--- src/rtl/scan_pkg.sv ---
`default_nettype none
// +----------------------------------------------------------------------------+
// | scan_pkg : shared state encoding and 7-segment glyph table for the digit    |
// |            scan controller (segments gfedcba, active-low, bit0 = a).        |
// | Rev 1.0                                                                     |
// +----------------------------------------------------------------------------+
package scan_pkg;

  typedef enum logic [1:0] {
    ST_IDLE  = 2'd0,
    ST_BLANK = 2'd1,
    ST_ON    = 2'd2
  } scan_state_e;

  localparam logic [6:0] SEG_OFF = 7'h7F;

  // Entry n is the glyph for hex value n; b and d use lowercase shapes.
  localparam logic [15:0][6:0] SEG_TABLE = {
    7'h0E, 7'h06, 7'h21, 7'h46,   // F E d C
    7'h03, 7'h08, 7'h10, 7'h00,   // b A 9 8
    7'h78, 7'h02, 7'h12, 7'h19,   // 7 6 5 4
    7'h30, 7'h24, 7'h79, 7'h40    // 3 2 1 0
  };

endpackage
`default_nettype wire

--- src/rtl/digit_scan_ctrl_if.sv ---
`default_nettype none
// +----------------------------------------------------------------------------+
// | digit_scan_ctrl_if : value inputs and display-pin outputs of the scanner.   |
// | Rev 1.0                                                                     |
// +----------------------------------------------------------------------------+
interface digit_scan_ctrl_if #(
  parameter int N_DIGITS = 4
);
  localparam int IDX_W = $clog2(N_DIGITS);

  logic                  i_enable;
  logic [4*N_DIGITS-1:0] i_digits;
  logic [N_DIGITS-1:0]   i_dp;
  logic [IDX_W-1:0]      o_ctrl;
  logic [N_DIGITS-1:0]   o_digitSelect;
  logic [6:0]            o_segments;
  logic                  o_dp;
  logic                  o_frame;

  modport master (
    output i_enable, i_digits, i_dp,
    input  o_ctrl, o_digitSelect, o_segments, o_dp, o_frame
  );

  modport slave (
    input  i_enable, i_digits, i_dp,
    output o_ctrl, o_digitSelect, o_segments, o_dp, o_frame
  );

endinterface
`default_nettype wire

--- src/rtl/seg7_decode.sv ---
`default_nettype none
// +----------------------------------------------------------------------------+
// | seg7_decode : combinational hex nibble to active-low 7-segment decoder.     |
// | Rev 1.0                                                                     |
// +----------------------------------------------------------------------------+
module seg7_decode
  import scan_pkg::*;
(
  input  logic [3:0] nibble,
  output logic [6:0] seg
);

  assign seg = SEG_TABLE[nibble];

endmodule
`default_nettype wire

--- src/rtl/digit_scan_ctrl.sv ---
`default_nettype none
// +----------------------------------------------------------------------------+
// | digit_scan_ctrl : N-digit multiplexed 7-segment scanner with dead time and  |
// |                   frame strobe. Define SCAN_LZB_EN for leading-zero blank.  |
// | Rev 1.0                                                                     |
// +----------------------------------------------------------------------------+
module digit_scan_ctrl
  import scan_pkg::*;
#(
  parameter int N_DIGITS     = 4,
  parameter int TICK_DIV     = 4,
  parameter int BLANK_CYCLES = 1
) (
  input  logic            i_clk,
  input  logic            i_rst,
  digit_scan_ctrl_if.slave bus
);

  localparam int IDX_W   = $clog2(N_DIGITS);
  localparam int CNT_MAX = (TICK_DIV > BLANK_CYCLES) ? TICK_DIV : BLANK_CYCLES;
  localparam int CNT_W   = $clog2(CNT_MAX + 1);

  localparam logic [IDX_W-1:0] c_last_idx = IDX_W'(N_DIGITS - 1);
  localparam scan_state_e      c_after_on = (BLANK_CYCLES == 0) ? ST_ON : ST_BLANK;

  scan_state_e         r_state, w_state_n;
  logic [CNT_W-1:0]    r_cnt,   w_cnt_n;
  logic [IDX_W-1:0]    r_idx,   w_idx_n;
  logic                w_frame_n;
  logic                w_on_n;
  logic [3:0]          w_nibble;
  logic [6:0]          w_dec;
  logic                w_lzb;

  logic [IDX_W-1:0]    r_ctrl;
  logic [N_DIGITS-1:0] r_sel;
  logic [6:0]          r_seg;
  logic                r_dp;
  logic                r_frame;

  always_ff @(posedge i_clk) begin
    if (i_rst) begin
      r_state <= ST_IDLE;
      r_cnt   <= '0;
      r_idx   <= '0;
    end else begin
      r_state <= w_state_n;
      r_cnt   <= w_cnt_n;
      r_idx   <= w_idx_n;
    end
  end

  always_comb begin
    w_state_n = r_state;
    w_cnt_n   = r_cnt;
    w_idx_n   = r_idx;
    w_frame_n = 1'b0;
    if (!bus.i_enable) begin
      w_state_n = ST_IDLE;
      w_cnt_n   = '0;
    end else begin
      case (r_state)
        ST_IDLE: begin
          w_state_n = c_after_on;
          w_cnt_n   = '0;
        end
        ST_BLANK: begin
          if (int'(r_cnt) >= BLANK_CYCLES - 1) begin
            w_state_n = ST_ON;
            w_cnt_n   = '0;
          end else begin
            w_cnt_n = r_cnt + CNT_W'(1);
          end
        end
        ST_ON: begin
          if (int'(r_cnt) >= TICK_DIV - 1) begin
            w_state_n = c_after_on;
            w_cnt_n   = '0;
            if (r_idx == c_last_idx) begin
              w_idx_n   = '0;
              w_frame_n = 1'b1;
            end else begin
              w_idx_n = r_idx + IDX_W'(1);
            end
          end else begin
            w_cnt_n = r_cnt + CNT_W'(1);
          end
        end
        default: begin
          w_state_n = ST_IDLE;
          w_cnt_n   = '0;
        end
      endcase
    end
  end

  // Outputs are registered from the state being entered so they line up with it.
  assign w_on_n   = (w_state_n == ST_ON);
  assign w_nibble = bus.i_digits[{w_idx_n, 2'b00} +: 4];

  seg7_decode u_dec (
    .nibble (w_nibble),
    .seg    (w_dec)
  );

`ifdef SCAN_LZB_EN
  logic [N_DIGITS-1:0] w_upper_zero;
  for (genvar k = 0; k < N_DIGITS; k++) begin : g_lzb
    if (k == N_DIGITS - 1) begin : g_top
      assign w_upper_zero[k] = (bus.i_digits[4*k +: 4] == 4'h0);
    end else begin : g_mid
      assign w_upper_zero[k] = (bus.i_digits[4*k +: 4] == 4'h0) && w_upper_zero[k+1];
    end
  end
  assign w_lzb = (w_idx_n != '0) && w_upper_zero[w_idx_n];
`else
  assign w_lzb = 1'b0;
`endif

  always_ff @(posedge i_clk) begin
    if (i_rst) begin
      r_ctrl  <= '0;
      r_sel   <= '1;
      r_seg   <= SEG_OFF;
      r_dp    <= 1'b1;
      r_frame <= 1'b0;
    end else begin
      r_ctrl  <= w_idx_n;
      r_sel   <= w_on_n ? ~(N_DIGITS'(1) << w_idx_n) : '1;
      r_seg   <= (w_on_n && !w_lzb) ? w_dec : SEG_OFF;
      r_dp    <= w_on_n ? ~bus.i_dp[w_idx_n] : 1'b1;
      r_frame <= w_frame_n;
    end
  end

  assign bus.o_ctrl        = r_ctrl;
  assign bus.o_digitSelect = r_sel;
  assign bus.o_segments    = r_seg;
  assign bus.o_dp          = r_dp;
  assign bus.o_frame       = r_frame;

endmodule
`default_nettype wire

--- src/flat_wrapper.sv ---
// flat-port wrapper written by rule: the top's interface ports become plain ports
module digit_scan_ctrl_flat import scan_pkg::*;
#(
  parameter int N_DIGITS     = 4,
  parameter int TICK_DIV     = 4,
  parameter int BLANK_CYCLES = 1
)
  (i_clk, i_rst, bus_i_enable, bus_i_digits, bus_i_dp, bus_o_ctrl, bus_o_digitSelect, bus_o_segments, bus_o_dp, bus_o_frame);
  digit_scan_ctrl_if #(.N_DIGITS(N_DIGITS)) bus_i ();
  input  logic i_clk;
  input  logic i_rst;
  input wire logic [$bits(bus_i.i_enable)-1:0] bus_i_enable;
  input wire logic [$bits(bus_i.i_digits)-1:0] bus_i_digits;
  input wire logic [$bits(bus_i.i_dp)-1:0] bus_i_dp;
  output wire logic [$bits(bus_i.o_ctrl)-1:0] bus_o_ctrl;
  output wire logic [$bits(bus_i.o_digitSelect)-1:0] bus_o_digitSelect;
  output wire logic [$bits(bus_i.o_segments)-1:0] bus_o_segments;
  output wire logic [$bits(bus_i.o_dp)-1:0] bus_o_dp;
  output wire logic [$bits(bus_i.o_frame)-1:0] bus_o_frame;
  assign bus_i.i_enable = bus_i_enable;
  assign bus_i.i_digits = bus_i_digits;
  assign bus_i.i_dp = bus_i_dp;
  assign bus_o_ctrl = bus_i.o_ctrl;
  assign bus_o_digitSelect = bus_i.o_digitSelect;
  assign bus_o_segments = bus_i.o_segments;
  assign bus_o_dp = bus_i.o_dp;
  assign bus_o_frame = bus_i.o_frame;
  digit_scan_ctrl #(.N_DIGITS(N_DIGITS), .TICK_DIV(TICK_DIV), .BLANK_CYCLES(BLANK_CYCLES)) u_core (.i_clk(i_clk), .i_rst(i_rst), .bus(bus_i));
endmodule
--- config.mk ---
export PLATFORM = sky130hd
export DESIGN_NAME = digit_scan_ctrl_flat
export DESIGN_NICKNAME = d
export VERILOG_FILES = /design/src/rtl/scan_pkg.sv /design/src/rtl/digit_scan_ctrl_if.sv /design/src/rtl/seg7_decode.sv /design/src/rtl/digit_scan_ctrl.sv /design/src/flat_wrapper.sv
export SDC_FILE = /design/constraint.sdc
export NUM_CORES = 1
export LEC_CHECK = 0
export ABC_CLOCK_PERIOD_IN_PS = 3050
export CORE_MARGIN = 10
export CORE_UTILIZATION = 46
export CTS_CLUSTER_DIAMETER = 50
export DETAILED_ROUTE_END_ITERATION = 8
export GPL_ROUTABILITY_DRIVEN = 0
export PLACE_DENSITY = 0.79
export SETUP_SLACK_MARGIN = 0.2
export SLEW_MARGIN = 5
export SYNTH_ARGS = -nofsm -noshare
export SYNTH_HDL_FRONTEND = slang
export SYNTH_SLANG_ARGS = --single-unit
--- constraint.sdc ---
create_clock -name i_clk -period 3.05 [get_ports i_clk]
set_input_delay 0.4575 -clock i_clk [delete_from_list [all_inputs] [get_ports i_clk]]
set_output_delay 0.4575 -clock i_clk [all_outputs]
set_load 0.01 [all_outputs]
After elaboration in Yosys (flattened, before gate mapping)
Memories as Yosys holds them, arrays and structs flattened. A register that Yosys moved wholly into a read port is not among the register bits.
Index checks and enable logic that the tools add are counted.
W data, S select, Z words.
Operators by class
  order comparisons: 2
  shift operators: 2
  equality and inequality tests: 4
  mux-type cells: 10
  reduce and logical (&&, ||, !) cells: 4
  $add $sub $neg: 2
  bitwise gates (word level): 6
Operator list (count)
  $shiftx A16 B5 Y4: 1
  $mux W2: 6
  $reduce_or A4 Y1: 2
  $eq A2 B2 Y1 const B: 3
  $pmux W2 S3: 1
  $not A1 Y1: 5
  $not A4 Y4: 1
  $shl A1 B2 Y4 const A: 1
  $add A3 B1 Y3 const B: 1
  $ge A3 B2 Y1 const B: 1
  $lt A2 B3 Y1 const B: 1
  $add A2 B1 Y2 const B: 1
  $bmux W1 S2: 1
  $eq A2 B1 Y1 const B: 1
  $logic_not A2 Y1: 1
  $mux W1: 2
  $reduce_or A2 Y1: 1
Storage, ports and cells
  output and inout bits: 15
  input bits: 23
  memories: 1
  logic and storage cells: 37
  memory bits (read-only): 112
  register bits: 13
Memory list
  (name not given): words 16, bits a word 7, read ports 1, clocked after Yosys merged registers in 1, write ports 0, RTL line seg7_decode.sv:13  | assign seg = SEG_TABLE[nibble];

Longest topological paths before layout
Gate-level depths: netlist of run 1.
  word-level depth: 8
  depth in mapped cells: 12
  mapped depth without buffers: 11

Hierarchy
Synthesis of run 1 repeated with hierarchy kept, for this count alone.
Unflattened totals
  cell total of the unflattened synthesis: 152
  area, all modules: 1318.8 sq um
Modules (own cells, without submodules)
  digit_scan_ctrl: area an instance 1047.3 sq um, times used 1, cells each 117, sequential area each 400.4 sq um
  seg7_decode: area an instance 271.5 sq um, times used 1, cells each 35, sequential area each 0.0 sq um

Least setup slack after synthesis of run 1
Ideal clock, no wire load.
  path type: reg-to-reg
  start: register u_core.r_idx[0]
  end: register u_core.r_seg[5], in the netlist u_core.bus.o_segments[5]
  cell stages (with the launch flop): 11
  data required time: 2.916 ns
  path buffers: 0
  data arrival time: 2.398 ns
  period minus slack after synthesis: 2.532 ns
  setup slack: 0.518 ns
  library setup time: 0.134 ns
  cells stage by stage: dfxtp_1 -> ha_1 -> and2_1 -> a2111oi_0 -> a211oi_1 -> o21ai_1 -> inv_1 -> ha_1 -> nand2_2 -> a21boi_1 -> o221ai_1
On the way
  cells in the longest elaborated chain, start to end: 6
  elaborated cells on any way between the ends: 7
  those cells by class: 1 x add/sub; 1 x eq/ne; 1 x shift; 4 x mux
Ends and longest elaborated chain
  start: declaration: RTL line digit_scan_ctrl.sv:28  | logic [IDX_W-1:0] r_idx, w_idx_n;
  start signal: assignment: RTL line digit_scan_ctrl.sv:49  | r_idx <= w_idx_n;
  $add A2 B1 Y2 or $eq A2 B2 Y1 (tied branches): RTL line digit_scan_ctrl.sv:83, digit_scan_ctrl.sv:79
  $mux W2: RTL line digit_scan_ctrl.sv:79  | if (r_idx == c_last_idx) begin
  $mux W2: RTL line digit_scan_ctrl.sv:76  | if (int'(r_cnt) >= TICK_DIV - 1) begin
  $mux W2: RTL line digit_scan_ctrl.sv:62  | case (r_state)
  $mux W2 (*): RTL line digit_scan_ctrl.sv:58  | if (!bus.i_enable) begin
  $shiftx A16 B5 Y4 (*): RTL line digit_scan_ctrl.sv:99  | assign w_nibble = bus.i_digits[{w_idx_n, 2'b00} +: 4];
  end: declaration: RTL line digit_scan_ctrl.sv:37  | logic [6:0] r_seg;
Every way passes the cells marked *; elsewhere a longest branch is shown, timed or not.
A chain may end at the register's enable or synchronous reset.

Worst setup path after layout of run 1
  start: register u_core.r_cnt[0]
  end: register u_core.r_seg[0], in the netlist u_core.bus.o_segments[0]
On the way
  cells in the longest elaborated chain, start to end: 7
  elaborated cells on any way between the ends: 11
  those cells by class: 1 x order compare; 1 x eq/ne; 1 x shift; 6 x mux; 1 x bitwise; 1 x reduce/logical
Ends and longest elaborated chain
  start: declaration: RTL line digit_scan_ctrl.sv:27  | logic [CNT_W-1:0] r_cnt, w_cnt_n;
  start signal: assignment: RTL line digit_scan_ctrl.sv:48  | r_cnt <= w_cnt_n;
  $ge A3 B2 Y1 (*): RTL line digit_scan_ctrl.sv:76
  parallel branches: the longest is 6 deep, another holds $shiftx A16 B5 Y4
Mark *: on every way between the ends.

==> flow_summary.toml, run 1 <==
[run_status]
status = "finished clean"

[logic_synthesis]
ys.flop_type = "dfxtp_1"
syn_inst = 128
synth_nets = 160
yosysWarnings = 0
syn_area_per_cell_um2 = 9.73
ys_ff_latch = 20
synth_edf_count = 0
synth_area_mm2 = 0.00124
synthArstFlopShare_pct = 0
ys_seq_area_share_pct = 32.2
synthDistinctLibCells = 44

[pwr]
p_leak_nw = 0.655
p_per_area_mw_per_mm2 = 286
ir_drop_mv = 0.231

[routing]
drt_wl_total_um = 3240
vias_per_cell = 5.75
drtIter0Drc = 69
drc = 0
first_pass_iters = 4
ant_nets = 0
num_vias = 1138
wire_per_inst_um = 16.4

[timing]
tightest_slew_ns = 0.455
rsz0062_at_grt = "no"
max_freq_mhz = 378
setup_viol = 0
finalCritPeriodShare_pct = 86.6
hold_viol = 0
skew_ns = 0.00588
setup_tns_ns = 0
drv_slew = 0
finalCriticalPeriod_ns = 2.64
slew_headroom_pct = 69.6

[clock_tree]
hold_buffers = 0
cts_inserted_buffers = 3
ctsResizeCount = 0
post-cts-setup-buffers = 0
cts_tree = "yes"
clockBufferDepth = 2
insertion_delay_ns = 0.30
clkTransAtPathRegs_ns = 0.10
h-tree-depth = 1
cts.sinks = 20
cts_root_buf = "clkbuf_4"

[worst_setup_path]
critPathLaunch = "u_core.r_cnt[0]$_SDFF_PP0_"
reg2reg_from = "u_core.r_cnt[0]$_SDFF_PP0_"
crit_type = "flip-flop to flip-flop"
cp_data_arrival_time_ns = 2.86
cp_slowest_cell = "mux2_1"
slowest_delay_ns = 0.38
path_cells = "ha_1 -> ha_1 -> a211o_1 -> nand2_2 -> buf_4 -> mux2_2 -> a22o_1 -> mux2_1 -> o2111ai_1"
cp_num_buf_inv = 1
cp-end-kind = "flip-flop"
path_common_cell = "ha_1"
crit_fanout = 13
worst_setup_path_start_kind = "flip-flop"
cp_top_family = "compound AO/OA/AOI/OAI gates"
cp.required_ns = 3.27

[global_route]
grt_max_degree = 15
track_usage_pct = 12.8
antenna_found_initial = 0
grt_pass1_vias = 1198
grt_remaining_overflow = 0
grt_first_pass_wirelength_um = 5520

[worst_hold_path]
worst_hold_path_type = "flip-flop to flip-flop"
hold_start = "u_core.r_cnt[0]$_SDFF_PP0_"

[finish]
num_antenna_cells = 0
final_common_cell = "clkdlybuf4s50_1"
final_cells = 198
nFillCells = 223
nets = 202
syn_to_final_growth_pct = 35.1
drive_gt1_share_pct = 14.3
layout_common_cells = "37 x clkdlybuf4s50_1, 20 x dfxtp_1, 14 x nand2_1"
fin_area_mm2 = 0.00168

[placement]
dp_hpwl_um = 2710
io_buffers = 37
dp_cells = 195
placed_area_mm2 = 0.00166

[floorplanning]
design.core.area_mm2 = 0.00252
fp.dieArea_mm2 = 0.00519
die_w_um = 72.0
row_count = 18
die_y_um = 72.0
start_util_pct = 49.4
ioPinCount = 38

[run]
maxCapViolCount = 0
cells in the mapped netlist, types with 2 or more instances:
library cell | number | area (um2)
a2111oi_0 | 2 | 17.5
a211oi_1 | 3 | 22.5
a21boi_1 | 2 | 15.0
a21o_1 | 2 | 15.0
a21oi_1 | 5 | 25.0
and2_1 | 2 | 12.5
buf_2 | 4 | 20.0
dfxtp_1 | 20 | 400
ha_1 | 9 | 113
inv_1 | 7 | 26.3
mux2_2 | 3 | 33.8
mux2_4 | 2 | 30.0
mux2i_1 | 3 | 30.0
mux4_2 | 2 | 45.0
nand2_1 | 14 | 52.6
nand2_2 | 2 | 12.5
nand3_1 | 7 | 35.0
nor2_1 | 7 | 26.3
o2111ai_1 | 2 | 17.5
o211ai_1 | 2 | 15.0
o21ai_1 | 3 | 15.0
o221ai_1 | 2 | 17.5
o31ai_1 | 2 | 15.0
metrics by stage:
step                hold slack [ns]  power, W  util, %  setup WS (ns)
floorplan                     0.431  0.000315        -          0.518
detailed placement            0.457  0.000364     65.8          0.300
global placement              0.437  0.000359     65.8          0.402
CTS                           0.481  0.000482     66.7          0.434
global route                  0.502  0.000503     66.7          0.207
finish                        0.479  0.000481     66.7          0.408
final timing paths:
check	endpoint	slack [ns]	depth (start not counted)
hold reg to reg	u_core.r_cnt[0]$_SDFF_PP0_	0.48	1
setup / recovery	u_core.bus.o_segments[0]$_SDFF_PP1_	0.41	9
hold / removal	u_core.r_cnt[0]$_SDFF_PP0_	0.48	1
setup reg to reg	u_core.bus.o_segments[0]$_SDFF_PP1_	0.41	9
final cells by class:
type,count,area [um2],area share (%)
timing repair buffer,42,408,24.3
tap,30,37.5,2.23
inverter,7,26.3,1.56
clock buffer,3,22.5,1.34
multi-input combinational,96,787,46.8
sequential,20,400,23.8
logic make-up (layout without fill, tap and decap cells):
kind of cell	Yosys count	in the layout	synth area share [%]
mux	13	13	16.0
compound gates	33	33	20.6
flops	20	20	32.2
fa+ha+maj	9	9	9.05
simple gates	41	41	17.6
buf+inv	12	52	4.62
routing by layer:
metal,vias to the layer above,wire [um],GRT usage [%]
met3,7,301,5.03
li1,559,-,-
met4,0,72,7.10
met1,513,1310,13.2
met5,-,0,0
met2,59,1560,21.9
flip-flops by register name, summed over array words and instances, names as in the netlist:
register / count
u_core.r_idx: 2
u_core.r_cnt: 3
u_core.r_state: 2
u_core.bus.o_digitSelect: 4
u_core.bus.o_dp: 1
u_core.bus.o_segments: 7
u_core.bus.o_frame: 1
power by group:
| part | leakage (nW) | switching (W) | internal (W) |
|---|---|---|---|
| Clock | 0.0138 | 0.0000768 | 0.0000462 |
| Sequential | 0.162 | 0.00000198 | 0.000266 |
| Combinational | 0.479 | 0.0000377 | 0.0000528 |
| Total | 0.655 | 0.000117 | 0.000365 |
(Power assumes the default switching activity.)
==> run 2, diff against run 1 <==
==> constraint.sdc (replaced) <==
create_clock -name i_clk -period 3.05 [get_ports i_clk]
set_input_delay 0.61 -clock i_clk [delete_from_list [all_inputs] [get_ports i_clk]]
set_output_delay 0.61 -clock i_clk [all_outputs]
set_load 0.01 [all_outputs]
==> run 2 against run 1 <==
  * Global-route usage decreased by 0.31 points
  * Highest routed layer unchanged
  * Largest cell class unchanged
  * Largest power group unchanged
  * Clock power is 21% higher
  * Sequential power is essentially flat
==> flow_summary.toml, run 2 (synthesis gave the netlist of run 1 again) <==
[timing]
rsz0062_at_grt = "no"
hold_viol = 0
final.setup.worst_slack_ns = 0.391
setup_tns_ns = 0
skew_ns = 0.00168
max_freq_mhz = 376
finalCriticalPeriod_ns = 2.66
drv_slew = 0
setup_viol = 0
slew_headroom_pct = 69.2
tightest_slew_ns = 0.451
finalCritPeriodShare_pct = 87.2

[finish]
largest_register_ffs = 7
seqCellArea_um2 = 400
syn_to_final_growth_pct = 37.0
drive_gt1_share_pct = 15.4
layout_common_cells = "37 x clkdlybuf4s50_1, 20 x dfxtp_1, 14 x nand2_1"
nets = 202
num_antenna_cells = 0
nFillCells = 207
multi_input_area_um2 = 797
final_common_cell = "clkdlybuf4s50_1"

[global_route]
antenna_found_initial = 0
grt_first_pass_wirelength_um = 5500
grt_max_degree = 15
track_usage_pct = 12.5
grt_pass1_vias = 1195
grt_remaining_overflow = 0

[floorplanning]
start_util_pct = 49.4
design.core.area_mm2 = 0.00252
row_count = 18
die_y_um = 72.0
die_w_um = 72.0
ioPinCount = 38
fp.dieArea_mm2 = 0.00519

[worst_setup_path]
cp.required_ns = 3.22
cp-end-kind = "flip-flop"
path_common_cell = "ha_1"
worst_setup_path_start_kind = "flip-flop"
path_cells = "ha_1 -> ha_1 -> a211o_1 -> nand2_4 -> mux2_4 -> a22oi_4 -> inv_1 -> ha_1 -> nand2_2 -> a21boi_1 -> o221ai_1"
crit_fanout = 6
cp_data_arrival_time_ns = 2.83
cp_slowest_cell = "dfxtp_1"
slowest_delay_ns = 0.36
crit_type = "flip-flop to flip-flop"

[routing]
drtIter0Drc = 48
drc = 0
wire_per_inst_um = 15.8
ant_nets = 0
first_pass_iters = 4
vias_per_cell = 5.65
drt_wl_total_um = 3140
num_vias = 1124

[clock_tree]
clkTransAtPathRegs_ns = 0.10
cts_root_buf = "clkbuf_4"
h-tree-depth = 1
clockBufferDepth = 2
cts_tree = "yes"
cts_inserted_buffers = 3
insertion_delay_ns = 0.30
cts.sinks = 20

[placement]
dp_hpwl_um = 2630
pre_cts_slack_ns = 0.104
io_buffers = 37

[run_status]
status = "finished clean"

[pwr]
ir_drop_mv = 0.227
p_total_w = 0.000507
p_leak_nw = 0.679
p_per_area_mw_per_mm2 = 297

[run]
maxCapViolCount = 0

[worst_hold_path]
worst_hold_path_type = "flip-flop to flip-flop"
## run 2: layout make-up
cell class / count / area share (%)
multi-input cells: 96 / 46.7
repair buffers: 42 / 23.9
flip-flops and latches: 20 / 23.5
well taps: 30 / 2.20
clock buffers: 4 / 2.13
inverters: 7 / 1.54
## run 2: worst paths after layout
| check | to | startpoint | cells past startpoint | slack [ns] |
|---|---|---|---|---|
| setup / recovery | u_core.bus.o_segments[5]$_SDFF_PP1_ | u_core.r_cnt[0]$_SDFF_PP0_ | 11 | 0.39 |
| hold reg to reg | u_core.r_cnt[0]$_SDFF_PP0_ | u_core.r_cnt[0]$_SDFF_PP0_ | 1 | 0.49 |
| setup reg to reg | u_core.bus.o_segments[5]$_SDFF_PP1_ | u_core.r_cnt[0]$_SDFF_PP0_ | 11 | 0.39 |
| hold / removal | u_core.r_cnt[0]$_SDFF_PP0_ | u_core.r_cnt[0]$_SDFF_PP0_ | 1 | 0.49 |
## run 2: worst max-delay path, delay by kind of cell (launching register included)
kind                     cells  cell delay, ns
flip-flops                   1            0.36
AND/OR/NAND/NOR              2            0.21
AO/OA/AOI/OAI                4            0.85
buffers and inverters        1            0.12
adder cells (fa/ha/maj)      3            0.66
multiplexers                 1            0.32
## run 2: report_power, final
part | internal [W] | switching [W] | total [W]
Combinational | 0.0000528 | 0.0000374 | 0.0000902
Clock | 0.0000728 | 0.0000758 | 0.000149
Sequential | 0.000266 | 0.00000233 | 0.000268
Total | 0.000391 | 0.000116 | 0.000507
## run 2: per-layer routing
layer / global-route usage [%] / part of all wire (%) / vias up
met4: 6.02 / 2.6 / 0
li1: - / - / 559
met3: 3.40 / 8.2 / 9
met2: 20.9 / 46 / 46
met1: 14.4 / 43 / 510
met5: 0 / 0 / -
## run 2: stage by stage
step           area, um2  std cells  hold WS [ns]  utilization (%)
2_1_floorplan       1240        128         0.431                -
3_3_place_gp        1660        195         0.437             65.8
5_1_grt             1710        199         0.506             67.6
6_report            1710        199         0.486             67.6
3_5_place_dp        1660        195         0.451             65.8
4_1_cts             1700        199         0.476             67.2
## run 2: what timing repair did
action,4_1_cts,5_1_grt
setup endpoints to repair,0,2
setup buffers,0,0
resized for setup,0,2
endpoints found under the hold margin,0,0
hold buffers,0,0
==> run 3, diff against run 2 <==
Settings changed: CAP_MARGIN from default to 20, SETUP_SLACK_MARGIN 0.2 to 0.5.
==> run 3 against run 2 <==
  * Die area is the same
  * Sequential power is essentially flat
  * Clock skew grew 0.00090 ns
  * Global-route usage grew 1.4 points
  * Maximum frequency grew 5.8%
  * Register-to-register slack gained 0.14 ns
  * Final area grew 5.3%
  * Clock power is essentially flat
  * Utilization grew 3.6 points
  * Via count grew 5.2%
  * Final cell count grew 3.0%
  * Highest routed layer unchanged
==> flow_summary.toml, run 3 (synthesis gave the netlist of run 1 again) <==
[run_status]
status = "finished clean"

[clock_tree]
cts_inserted_buffers = 3
cts.sinks = 20
insertion_delay_ns = 0.30
hold_buffers = 0
h-tree-depth = 1
cts_root_buf = "clkbuf_4"
clockBufferDepth = 2
cts_tree = "yes"
clkTransAtPathRegs_ns = 0.10

[routing]
ant_nets = 0
drc = 0
drt_wl_total_um = 3440
vias_per_cell = 5.77
drtIter0Drc = 46
num_vias = 1182
first_pass_iters = 4
wire_per_inst_um = 16.8

[timing]
hold_viol = 0
rsz0062_at_grt = "yes"
finalCriticalPeriod_ns = 2.51
tightest_slew_ns = 0.478
hold_slack_ns = 0.538
finalCritPeriodShare_pct = 82.4
slew_headroom_pct = 67.3
setup_tns_ns = 0
setup_viol = 0
max_freq_mhz = 398
skew_ns = 0.00258
final.setup.worst_slack_ns = 0.536
drv_slew = 0

[worst_setup_path]
cp-end-kind = "flip-flop"
crit_type = "flip-flop to flip-flop"
cp.required_ns = 3.27
cp_data_arrival_time_ns = 2.74
reg2reg_from = "u_core.r_cnt[0]$_SDFF_PP0_"
crit_fanout = 5
r2r-end = "u_core.bus.o_segments[0]$_SDFF_PP1_"
rr_worst_depth = 10
r2r_setup_slack_ns = 0.54
worst_setup_path_start_kind = "flip-flop"

[run]
maxCapViolCount = 0

[worst_hold_path]
worst_hold_path_type = "flip-flop to flip-flop"
min_to = "u_core.r_cnt[0]$_SDFF_PP0_"
worstHoldPathCells = 2
hold_start = "u_core.r_cnt[0]$_SDFF_PP0_"

[floorplanning]
die_w_um = 72.0
ioPinCount = 38
design.core.area_mm2 = 0.00252
row_count = 18
die_y_um = 72.0
start_util_pct = 49.4
fp.dieArea_mm2 = 0.00519

[global_route]
antenna_found_initial = 0
grt_first_pass_wirelength_um = 6000
track_usage_pct = 13.9
grt_pass1_vias = 1249
grt_max_degree = 15
grt_remaining_overflow = 0

[pwr]
ir_drop_mv = 0.222
p_leak_nw = 0.725
p_per_area_mw_per_mm2 = 286
p_total_w = 0.000513

[placement]
dp_hpwl_um = 2630
io_buffers = 37
pre_cts_slack_ns = 0.104

[finish]
largest_register_ffs = 7
num_antenna_cells = 0
drive_gt1_share_pct = 23.4
nets = 208
syn_to_final_growth_pct = 44.2
final_common_cell = "clkdlybuf4s50_1"
layout_common_cells = "36 x clkdlybuf4s50_1, 17 x dfxtp_1, 14 x nand2_1"
-- run 3: changes by cell type in the layout (fill, tap and decap cells not counted), moves of 2 or more --
cell / before / now
buf_4: 5 / 11
dfxtp_1: 20 / 17
dfxtp_2: 0 / 3
ha_1: 9 / 7
-- run 3: timing repair --
action	4_1_cts	5_1_grt
pin swaps	4	5
buffers inserted	5	1
endpoints found under the setup margin	6	6
gates resized for setup	8	7
-- run 3: how the worst max path moves through the flow --
stage | from | end | slack (ns) | cells after the start
2_1_floorplan | u_core.r_idx[0]$_SDFF_PP0_ | u_core.bus.o_segments[5]$_SDFF_PP1_ | 0.52 | 10
3_3_place_gp | bus_i_enable | u_core.bus.o_segments[5]$_SDFF_PP1_ | 0.21 | 10
3_5_place_dp | bus_i_enable | u_core.bus.o_segments[5]$_SDFF_PP1_ | 0.10 | 10
4_1_cts | u_core.r_cnt[0]$_SDFF_PP0_ | u_core.bus.o_segments[1]$_SDFF_PP1_ | 0.52 | 11
5_1_grt | u_core.r_cnt[0]$_SDFF_PP0_ | u_core.bus.o_segments[1]$_SDFF_PP1_ | 0.45 | 11
6_report | u_core.r_cnt[0]$_SDFF_PP0_ | u_core.bus.o_segments[0]$_SDFF_PP1_ | 0.54 | 10
-- run 3: per-layer routing --
metal	track usage [%]	wire [um]	up-vias
li1	-	-	572
met1	15.7	1370	536
met2	22.5	1660	63
met3	4.76	308	11
met4	7.31	99	0
met5	0	0	-
-- run 3: metrics by stage --
stage,instances,instance area (um2),util [%]
final,205,1800,71.2
after global routing,205,1800,71.2
after CTS,204,1760,69.6
after detailed placement,195,1660,65.8
after global placement,195,1660,65.8
after floorplan,128,1240,-
-- run 3: area by class of cell --
| cell class | count | area [um2] |
|---|---|---|
| multi-input cells | 96 | 836 |
| fillers | 194 | 727 |
| repair buffers | 48 | 455 |
| flip-flops and latches | 20 | 404 |
| well taps | 30 | 37.5 |
| clock buffers | 4 | 36.3 |
| inverters | 7 | 26.3 |
-- run 3: report_power, final --
group / switching (W) / internal (W)
Clock: 0.0000763 / 0.0000728
Sequential: 0.00000222 / 0.000266
Combinational: 0.0000393 / 0.0000564
-- run 3: critical path, stage by stage (launching register included) --
cell and delay, ns:
dfxtp_2 0.34, ha_2 0.20, ha_4 0.17, a211o_1 0.31, nand2_4 0.14, mux2_4 0.33, a22oi_4 0.21, ha_1 0.26
nand2_1 0.08, mux2_1 0.30, o2111ai_1 0.10
